--- src/rtl/debug_report_tx.sv ---
// debug_report_tx: transmit-side framer of the debug unit.
// On i_start it snapshots PC and cycle count, walks the register file and the
// dirty words of data memory, and streams the report byte-by-byte to the UART
// TX core: HEADER, PC, CYCLES, R0..R31, {addr, data} per dirty word, TRAILER.
// Optional feature macro: REPORT_CHECKSUM_EN inserts an XOR checksum byte
// (all bytes after HEADER up to the last memory byte) just before TRAILER.
module debug_report_tx #(
    parameter int         NB_DATA     = 32,
    parameter int         NB_REG      = 5,
    parameter int         NB_MEM_ADDR = 5,
    parameter logic [7:0] HEADER      = 8'hA5,
    parameter logic [7:0] TRAILER     = 8'h5A
) (
    input  logic                   i_clock,
    input  logic                   i_reset,
    input  logic                   i_start,
    input  logic [NB_DATA-1:0]     i_pc,
    input  logic [NB_DATA-1:0]     i_cycles,
    output logic                   o_reg_rd_en,
    output logic [NB_REG-1:0]      o_addr_reg,
    input  logic [NB_DATA-1:0]     i_reg_data,
    output logic                   o_mem_rd_en,
    output logic [NB_MEM_ADDR-1:0] o_addr_mem,
    input  logic [NB_DATA-1:0]     i_mem_data,
    input  logic                   i_bit_sucio,
    output logic                   o_tx_start,
    output logic [7:0]             o_tx_data,
    input  logic                   i_tx_done,
    output logic                   o_busy,
    output logic                   o_done
);

    typedef enum logic [3:0] {
        ST_IDLE     = 4'd0,
        ST_HDR      = 4'd1,
        ST_PC       = 4'd2,
        ST_CYC      = 4'd3,
        ST_REG_RD   = 4'd4,
        ST_REG_LAT  = 4'd5,
        ST_REG_SEND = 4'd6,
        ST_MEM_RD   = 4'd7,
        ST_MEM_CHK  = 4'd8,
        ST_MEM_SEND = 4'd9,
        ST_CSUM     = 4'd10,
        ST_TRL      = 4'd11
    } state_t;

    state_t                 state_q;
    logic [NB_DATA-1:0]     word_q;      // word being shifted out, MSB first
    logic [NB_DATA-1:0]     cycles_q;    // cycle count captured at start
    logic [2:0]             cnt_q;       // bytes of the current word still to send
    logic                   tx_start_q;
    logic [7:0]             tx_data_q;
    logic                   busy_q;
    logic                   done_q;
    logic                   reg_rd_en_q;
    logic [NB_REG-1:0]      addr_reg_q;
    logic                   mem_rd_en_q;
    logic [NB_MEM_ADDR-1:0] addr_mem_q;

    logic                   tx_ack_s;
    logic                   last_reg_s;
    logic                   last_mem_s;
    logic [7:0]             addr_byte_s;
    logic [7:0]             end_byte_s;
    state_t                 end_state_s;

    // A done pulse only counts once the start pulse has been seen by the UART.
    assign tx_ack_s    = i_tx_done & ~tx_start_q;
    assign last_reg_s  = (addr_reg_q == {NB_REG{1'b1}});
    assign last_mem_s  = (addr_mem_q == {NB_MEM_ADDR{1'b1}});
    assign addr_byte_s = 8'(addr_mem_q);

`ifdef REPORT_CHECKSUM_EN
    logic [7:0] csum_q;

    assign end_byte_s  = csum_q;
    assign end_state_s = ST_CSUM;

    // Running XOR of each payload byte as it is launched; header, checksum and trailer stay out.
    always_ff @(posedge i_clock) begin
        if (!i_reset) begin
            csum_q <= 8'h00;
        end else if (state_q == ST_IDLE) begin
            csum_q <= 8'h00;
        end else if (tx_start_q && ((state_q == ST_PC) || (state_q == ST_CYC) ||
                                    (state_q == ST_REG_SEND) || (state_q == ST_MEM_SEND))) begin
            csum_q <= csum_q ^ tx_data_q;
        end else begin
            csum_q <= csum_q;
        end
    end
`else
    assign end_byte_s  = TRAILER;
    assign end_state_s = ST_TRL;
`endif

    // Frame sequencer: one byte outstanding at a time, next byte only after the UART acknowledges.
    always_ff @(posedge i_clock) begin
        if (!i_reset) begin
            state_q     <= ST_IDLE;
            word_q      <= '0;
            cycles_q    <= '0;
            cnt_q       <= 3'd0;
            tx_start_q  <= 1'b0;
            tx_data_q   <= 8'h00;
            busy_q      <= 1'b0;
            done_q      <= 1'b0;
            reg_rd_en_q <= 1'b0;
            addr_reg_q  <= '0;
            mem_rd_en_q <= 1'b0;
            addr_mem_q  <= '0;
        end else begin
            tx_start_q <= 1'b0;
            done_q     <= 1'b0;
            case (state_q)
                ST_IDLE: begin
                    if (i_start) begin
                        word_q     <= i_pc;
                        cycles_q   <= i_cycles;
                        busy_q     <= 1'b1;
                        tx_start_q <= 1'b1;
                        tx_data_q  <= HEADER;
                        state_q    <= ST_HDR;
                    end
                end
                ST_HDR: begin
                    if (tx_ack_s) begin
                        tx_start_q <= 1'b1;
                        tx_data_q  <= word_q[NB_DATA-1 -: 8];
                        word_q     <= {word_q[NB_DATA-9:0], 8'h00};
                        cnt_q      <= 3'd3;
                        state_q    <= ST_PC;
                    end
                end
                ST_PC: begin
                    if (tx_ack_s) begin
                        tx_start_q <= 1'b1;
                        if (cnt_q == 3'd0) begin
                            tx_data_q <= cycles_q[NB_DATA-1 -: 8];
                            word_q    <= {cycles_q[NB_DATA-9:0], 8'h00};
                            cnt_q     <= 3'd3;
                            state_q   <= ST_CYC;
                        end else begin
                            tx_data_q <= word_q[NB_DATA-1 -: 8];
                            word_q    <= {word_q[NB_DATA-9:0], 8'h00};
                            cnt_q     <= cnt_q - 3'd1;
                        end
                    end
                end
                ST_CYC: begin
                    if (tx_ack_s) begin
                        if (cnt_q == 3'd0) begin
                            addr_reg_q  <= '0;
                            reg_rd_en_q <= 1'b1;
                            state_q     <= ST_REG_RD;
                        end else begin
                            tx_start_q <= 1'b1;
                            tx_data_q  <= word_q[NB_DATA-1 -: 8];
                            word_q     <= {word_q[NB_DATA-9:0], 8'h00};
                            cnt_q      <= cnt_q - 3'd1;
                        end
                    end
                end
                ST_REG_RD: begin
                    reg_rd_en_q <= 1'b0;
                    state_q     <= ST_REG_LAT;
                end
                ST_REG_LAT: begin
                    tx_start_q <= 1'b1;
                    tx_data_q  <= i_reg_data[NB_DATA-1 -: 8];
                    word_q     <= {i_reg_data[NB_DATA-9:0], 8'h00};
                    cnt_q      <= 3'd3;
                    state_q    <= ST_REG_SEND;
                end
                ST_REG_SEND: begin
                    if (tx_ack_s) begin
                        if (cnt_q != 3'd0) begin
                            tx_start_q <= 1'b1;
                            tx_data_q  <= word_q[NB_DATA-1 -: 8];
                            word_q     <= {word_q[NB_DATA-9:0], 8'h00};
                            cnt_q      <= cnt_q - 3'd1;
                        end else if (last_reg_s) begin
                            addr_mem_q  <= '0;
                            mem_rd_en_q <= 1'b1;
                            state_q     <= ST_MEM_RD;
                        end else begin
                            addr_reg_q  <= addr_reg_q + NB_REG'(1);
                            reg_rd_en_q <= 1'b1;
                            state_q     <= ST_REG_RD;
                        end
                    end
                end
                ST_MEM_RD: begin
                    mem_rd_en_q <= 1'b0;
                    state_q     <= ST_MEM_CHK;
                end
                ST_MEM_CHK: begin
                    if (i_bit_sucio) begin
                        tx_start_q <= 1'b1;
                        tx_data_q  <= addr_byte_s;
                        word_q     <= i_mem_data;
                        cnt_q      <= 3'd4;
                        state_q    <= ST_MEM_SEND;
                    end else if (last_mem_s) begin
                        tx_start_q <= 1'b1;
                        tx_data_q  <= end_byte_s;
                        state_q    <= end_state_s;
                    end else begin
                        addr_mem_q  <= addr_mem_q + NB_MEM_ADDR'(1);
                        mem_rd_en_q <= 1'b1;
                        state_q     <= ST_MEM_RD;
                    end
                end
                ST_MEM_SEND: begin
                    if (tx_ack_s) begin
                        if (cnt_q != 3'd0) begin
                            tx_start_q <= 1'b1;
                            tx_data_q  <= word_q[NB_DATA-1 -: 8];
                            word_q     <= {word_q[NB_DATA-9:0], 8'h00};
                            cnt_q      <= cnt_q - 3'd1;
                        end else if (last_mem_s) begin
                            tx_start_q <= 1'b1;
                            tx_data_q  <= end_byte_s;
                            state_q    <= end_state_s;
                        end else begin
                            addr_mem_q  <= addr_mem_q + NB_MEM_ADDR'(1);
                            mem_rd_en_q <= 1'b1;
                            state_q     <= ST_MEM_RD;
                        end
                    end
                end
                ST_CSUM: begin
                    if (tx_ack_s) begin
                        tx_start_q <= 1'b1;
                        tx_data_q  <= TRAILER;
                        state_q    <= ST_TRL;
                    end
                end
                ST_TRL: begin
                    if (tx_ack_s) begin
                        busy_q  <= 1'b0;
                        done_q  <= 1'b1;
                        state_q <= ST_IDLE;
                    end
                end
                default: begin
                    busy_q  <= 1'b0;
                    state_q <= ST_IDLE;
                end
            endcase
        end
    end

    assign o_tx_start  = tx_start_q;
    assign o_tx_data   = tx_data_q;
    assign o_busy      = busy_q;
    assign o_done      = done_q;
    assign o_reg_rd_en = reg_rd_en_q;
    assign o_addr_reg  = addr_reg_q;
    assign o_mem_rd_en = mem_rd_en_q;
    assign o_addr_mem  = addr_mem_q;

endmodule

--- config.mk ---
export PLATFORM = sky130hd
export DESIGN_NAME = debug_report_tx
export DESIGN_NICKNAME = d
export VERILOG_FILES = /design/src/rtl/debug_report_tx.sv
export SDC_FILE = /design/constraint.sdc
export NUM_CORES = 1
export LEC_CHECK = 0
export ABC_CLOCK_PERIOD_IN_PS = 5950
export CAP_MARGIN = 10
export CORE_MARGIN = 2
export CORE_UTILIZATION = 35
export CTS_CLUSTER_SIZE = 24
export DETAILED_ROUTE_END_ITERATION = 6
export PLACE_DENSITY_LB_ADDON = 0.2
export SLEW_MARGIN = 30
export SYNTH_ARGS = -nofsm -noshare
export SYNTH_HDL_FRONTEND = slang
export SYNTH_SLANG_ARGS = --single-unit
--- constraint.sdc ---
create_clock -name i_clock -period 5.95 [get_ports i_clock]
set_input_delay 1.19 -clock i_clock [delete_from_list [all_inputs] [get_ports i_clock]]
set_output_delay 1.19 -clock i_clock [all_outputs]
set_load 0.01 [all_outputs]
==> impl_metrics.py <==
metrics = {
    "timing": {
        "tns_ns": 0,
        "grt_setup_unrepaired": "false",
        "slew_headroom": 0.493,
        "fmax_ghz": 0.263,
        "finalSetupViolCount": 0,
        "whs_ns": 0.457,
        "slew_violations": 0,
        "hold_violations": 0,
        "tightest_slew_ns": 0.760,
        "fin_skew_ns": 0.00403,
        "fin_crit_ns": 3.80,
        "period_share": 0.638,
    },
    "detailed_routing": {
        "wl_per_cell_um": 18.2,
        "viasPerCell": 5.75,
        "drc": 0,
        "wirelength_um": 17400,
        "ant_nets": 0,
        "num_vias": 5502,
        "drt_iter0_markers": 456,
        "detail_route.first_pass.iterations": 5,
    },
    "placement": {
        "port-buffer-count": 155,
        "hpwlAfterDp_um": 12700,
        "gp_routability_congestion": 0.888,
    },
    "die": {
        "die_height_um": 127,
        "core_region_area_um2": 14600,
        "start_util": 0.362,
        "ioPinCount": 156,
        "die_w_um": 127,
        "dieArea_um2": 16100,
        "rows": 44,
    },
    "worst_setup_path": {
        "timing.rr.end": "word_q[20]$_SDFFE_PN0P_",
        "crit_required_ns": 6.14,
        "crit_arrival_ns": 3.99,
        "r2r_start": "state_q[1]$_SDFFE_PN0P_",
        "crit_path_start_kind": "input port",
        "crit_type": "input port to register",
        "ff2ff_setup_slack_ns": 2.89,
        "ff2ff_path_depth": 8,
        "crit_fanout": 38,
        "endpoint_kind": "register",
    },
    "clock_tree": {
        "cts_root_buf": "clkbuf_16",
        "cts_resized": 0,
        "htreeDepth": 3,
        "cts_buffer_depth": 2,
        "clk_pin_slew_ns": 0.06,
        "numCtsBuffers": 9,
        "cts_setup_buffers": 0,
        "clock-sinks": 94,
        "cts_tree": "yes",
        "ctsHoldBuffers": 0,
        "insertion_delay_ns": 0.34,
    },
    "grt": {
        "grt_use_total": 0.210,
        "grt_pass1_vias": 5409,
        "grt_pass1_wl_um": 27300,
        "grt_start_max_net_pins": 55,
        "grt-ovfl-total": 0,
        "grt_antenna_before_repair": 0,
    },
    "yosys": {
        "ys_ff_latch": 94,
        "yosysWarningCount": 0,
        "async_reset_ff_frac": 0,
        "synth_area_leaders": "dfxtp_1 36%, a21oi_1 8.9%, nand2_1 7.8%, a22oi_1 5.0%, a221oi_1 4.1%",
        "yosysUniqueCellTypes": 72,
        "seq_area_frac_synth": 0.355,
        "synth_top_area_frac": 0.355,
        "synth_largest_area_cell": "dfxtp_1",
        "synth-edff-count": 0,
        "syn_inst": 650,
        "synth_ff_type": "dfxtp_1",
        "synth_area_per_cell_um2": 8.15,
        "synth.cell_area_um2": 5300,
        "syn_nets": 789,
        "synth_commonest_cells": "110 x nand2_1, 94 x a21oi_1, 94 x dfxtp_1",
        "post-synth-top-count-cell": "nand2_1",
    },
    "power_and_ir_drop": {
        "pwr_density_cell_nw_per_um2": 495,
        "pwr-share-comb": 0.586,
        "netSwitchingFraction": 0.459,
        "p_total_mw": 3.56,
        "pwr-share-seq": 0.254,
        "power.switching_mw": 1.63,
        "p_leak_nw": 2.53,
        "power.internal_mw": 1.92,
        "clkPwrFrac": 0.161,
        "ir_drop_uv": 254,
    },
    "min_path": {
        "holdPathEnd": "cycles_q[2]$_SDFFE_PN0P_",
        "hold_class": "register to register",
        "hold_path_depth": 2,
        "min_from": "cycles_q[2]$_SDFFE_PN0P_",
    },
    "layout": {
        "syn_to_final_growth_pct": 35.5,
        "multiInputGateArea_um2": 3090,
        "utilization": 0.490,
        "n_fill_cell": 1439,
        "seq_area_um2": 1880,
        "final_nets": 908,
        "drive_gt1_frac": 0.0841,
        "n_antenna_cell": 0,
    },
    "job": {
        "cap_violations": 0,
    },
    "run_status": {
        "status": "completed",
    },
}
routing by layer:
layer  up-vias  track usage  wire length, µm
met5         -            0                0
met2       221        0.338             8140
met4         0       0.0827              387
met3        31       0.0469             1200
met1      2597        0.276             7650
li1       2653            -                -
cell families (layout without fill, tap and decap cells):
kind of cell / Yosys count / count (layout) / share of synthesized area
fa+ha+maj: 6 / 6 / 0.0142
buf+inv: 71 / 194 / 0.0668
compound gates: 252 / 252 / 0.356
mux: 4 / 4 / 0.00756
flops: 94 / 94 / 0.355
simple gates: 219 / 219 / 0.193
xor+xnor: 4 / 4 / 0.00661
through the flow:
stage,instances,setup slack [ns],area (µm²)
2_1_floorplan,650,3.19,5300
3_3_place_gp,941,2.00,6870
3_5_place_dp,942,1.86,6890
4_1_cts,957,2.21,7170
5_1_grt,957,2.01,7180
6_report,957,2.15,7180
power by group through the flow:
stage                     Combinational, mW  Clock, mW  Sequential [mW]
final                                  2.08      0.571            0.903
after global routing                   2.28      0.606            0.920
after CTS                              2.07      0.583            0.901
after detailed placement               2.07          0            0.912
after global placement                 2.03          0            0.908
after floorplan                        1.58          0            0.892
how the worst max path moves through the flow:
stage                   start                 endpoint  slack, ns  cells past startpoint
finish              i_tx_done  word_q[20]$_SDFFE_PN0P_       2.15                      8
global placement    i_tx_done  word_q[14]$_SDFFE_PN0P_       2.00                      8
global route        i_tx_done  word_q[11]$_SDFFE_PN0P_       2.01                      8
floorplan           i_tx_done  word_q[14]$_SDFFE_PN0P_       3.19                      8
CTS                 i_tx_done  word_q[20]$_SDFFE_PN0P_       2.21                      8
detailed placement  i_tx_done  word_q[21]$_SDFFE_PN0P_       1.86                      8
cell usage in the layout (no fill, tap or decap), types with 6 or more instances in the layout:
cell             Yosys  routed
a211oi_2             8       8
a21oi_1             94      93
a221oi_1            25      25
a22oi_1             35      35
a311oi_1            11      11
a311oi_2            13      13
and3_1               6       6
buf_4                4      12
clkbuf_16            0       9
clkdlybuf4s50_1      0     155
dfxtp_1             94      93
ha_1                 6       6
inv_1               10       9
nand2_1            110     110
nand2b_1             9       9
nand3_1             14      14
nand4_1              7       7
nor2_1              44      44
o21ai_0             17      17
cell type report:
type	count	share of cell area
clock buffer	14	0.0354
timing repair buffer	168	0.230
multi-input combinational	485	0.430
sequential	94	0.262
inverter	11	0.00575
tap	184	0.0321
clock inverter	1	0.00418
critical path, cell delays in order:
cell	delay, ns
clkdlybuf4s50_1	0.50
nor2b_1	0.54
or3_4	0.26
and3_1	0.15
buf_4	0.34
and2_1	0.40
buf_4	0.42
a311oi_2	0.16
No activity file was read; power rests on OpenSTA's default activity.
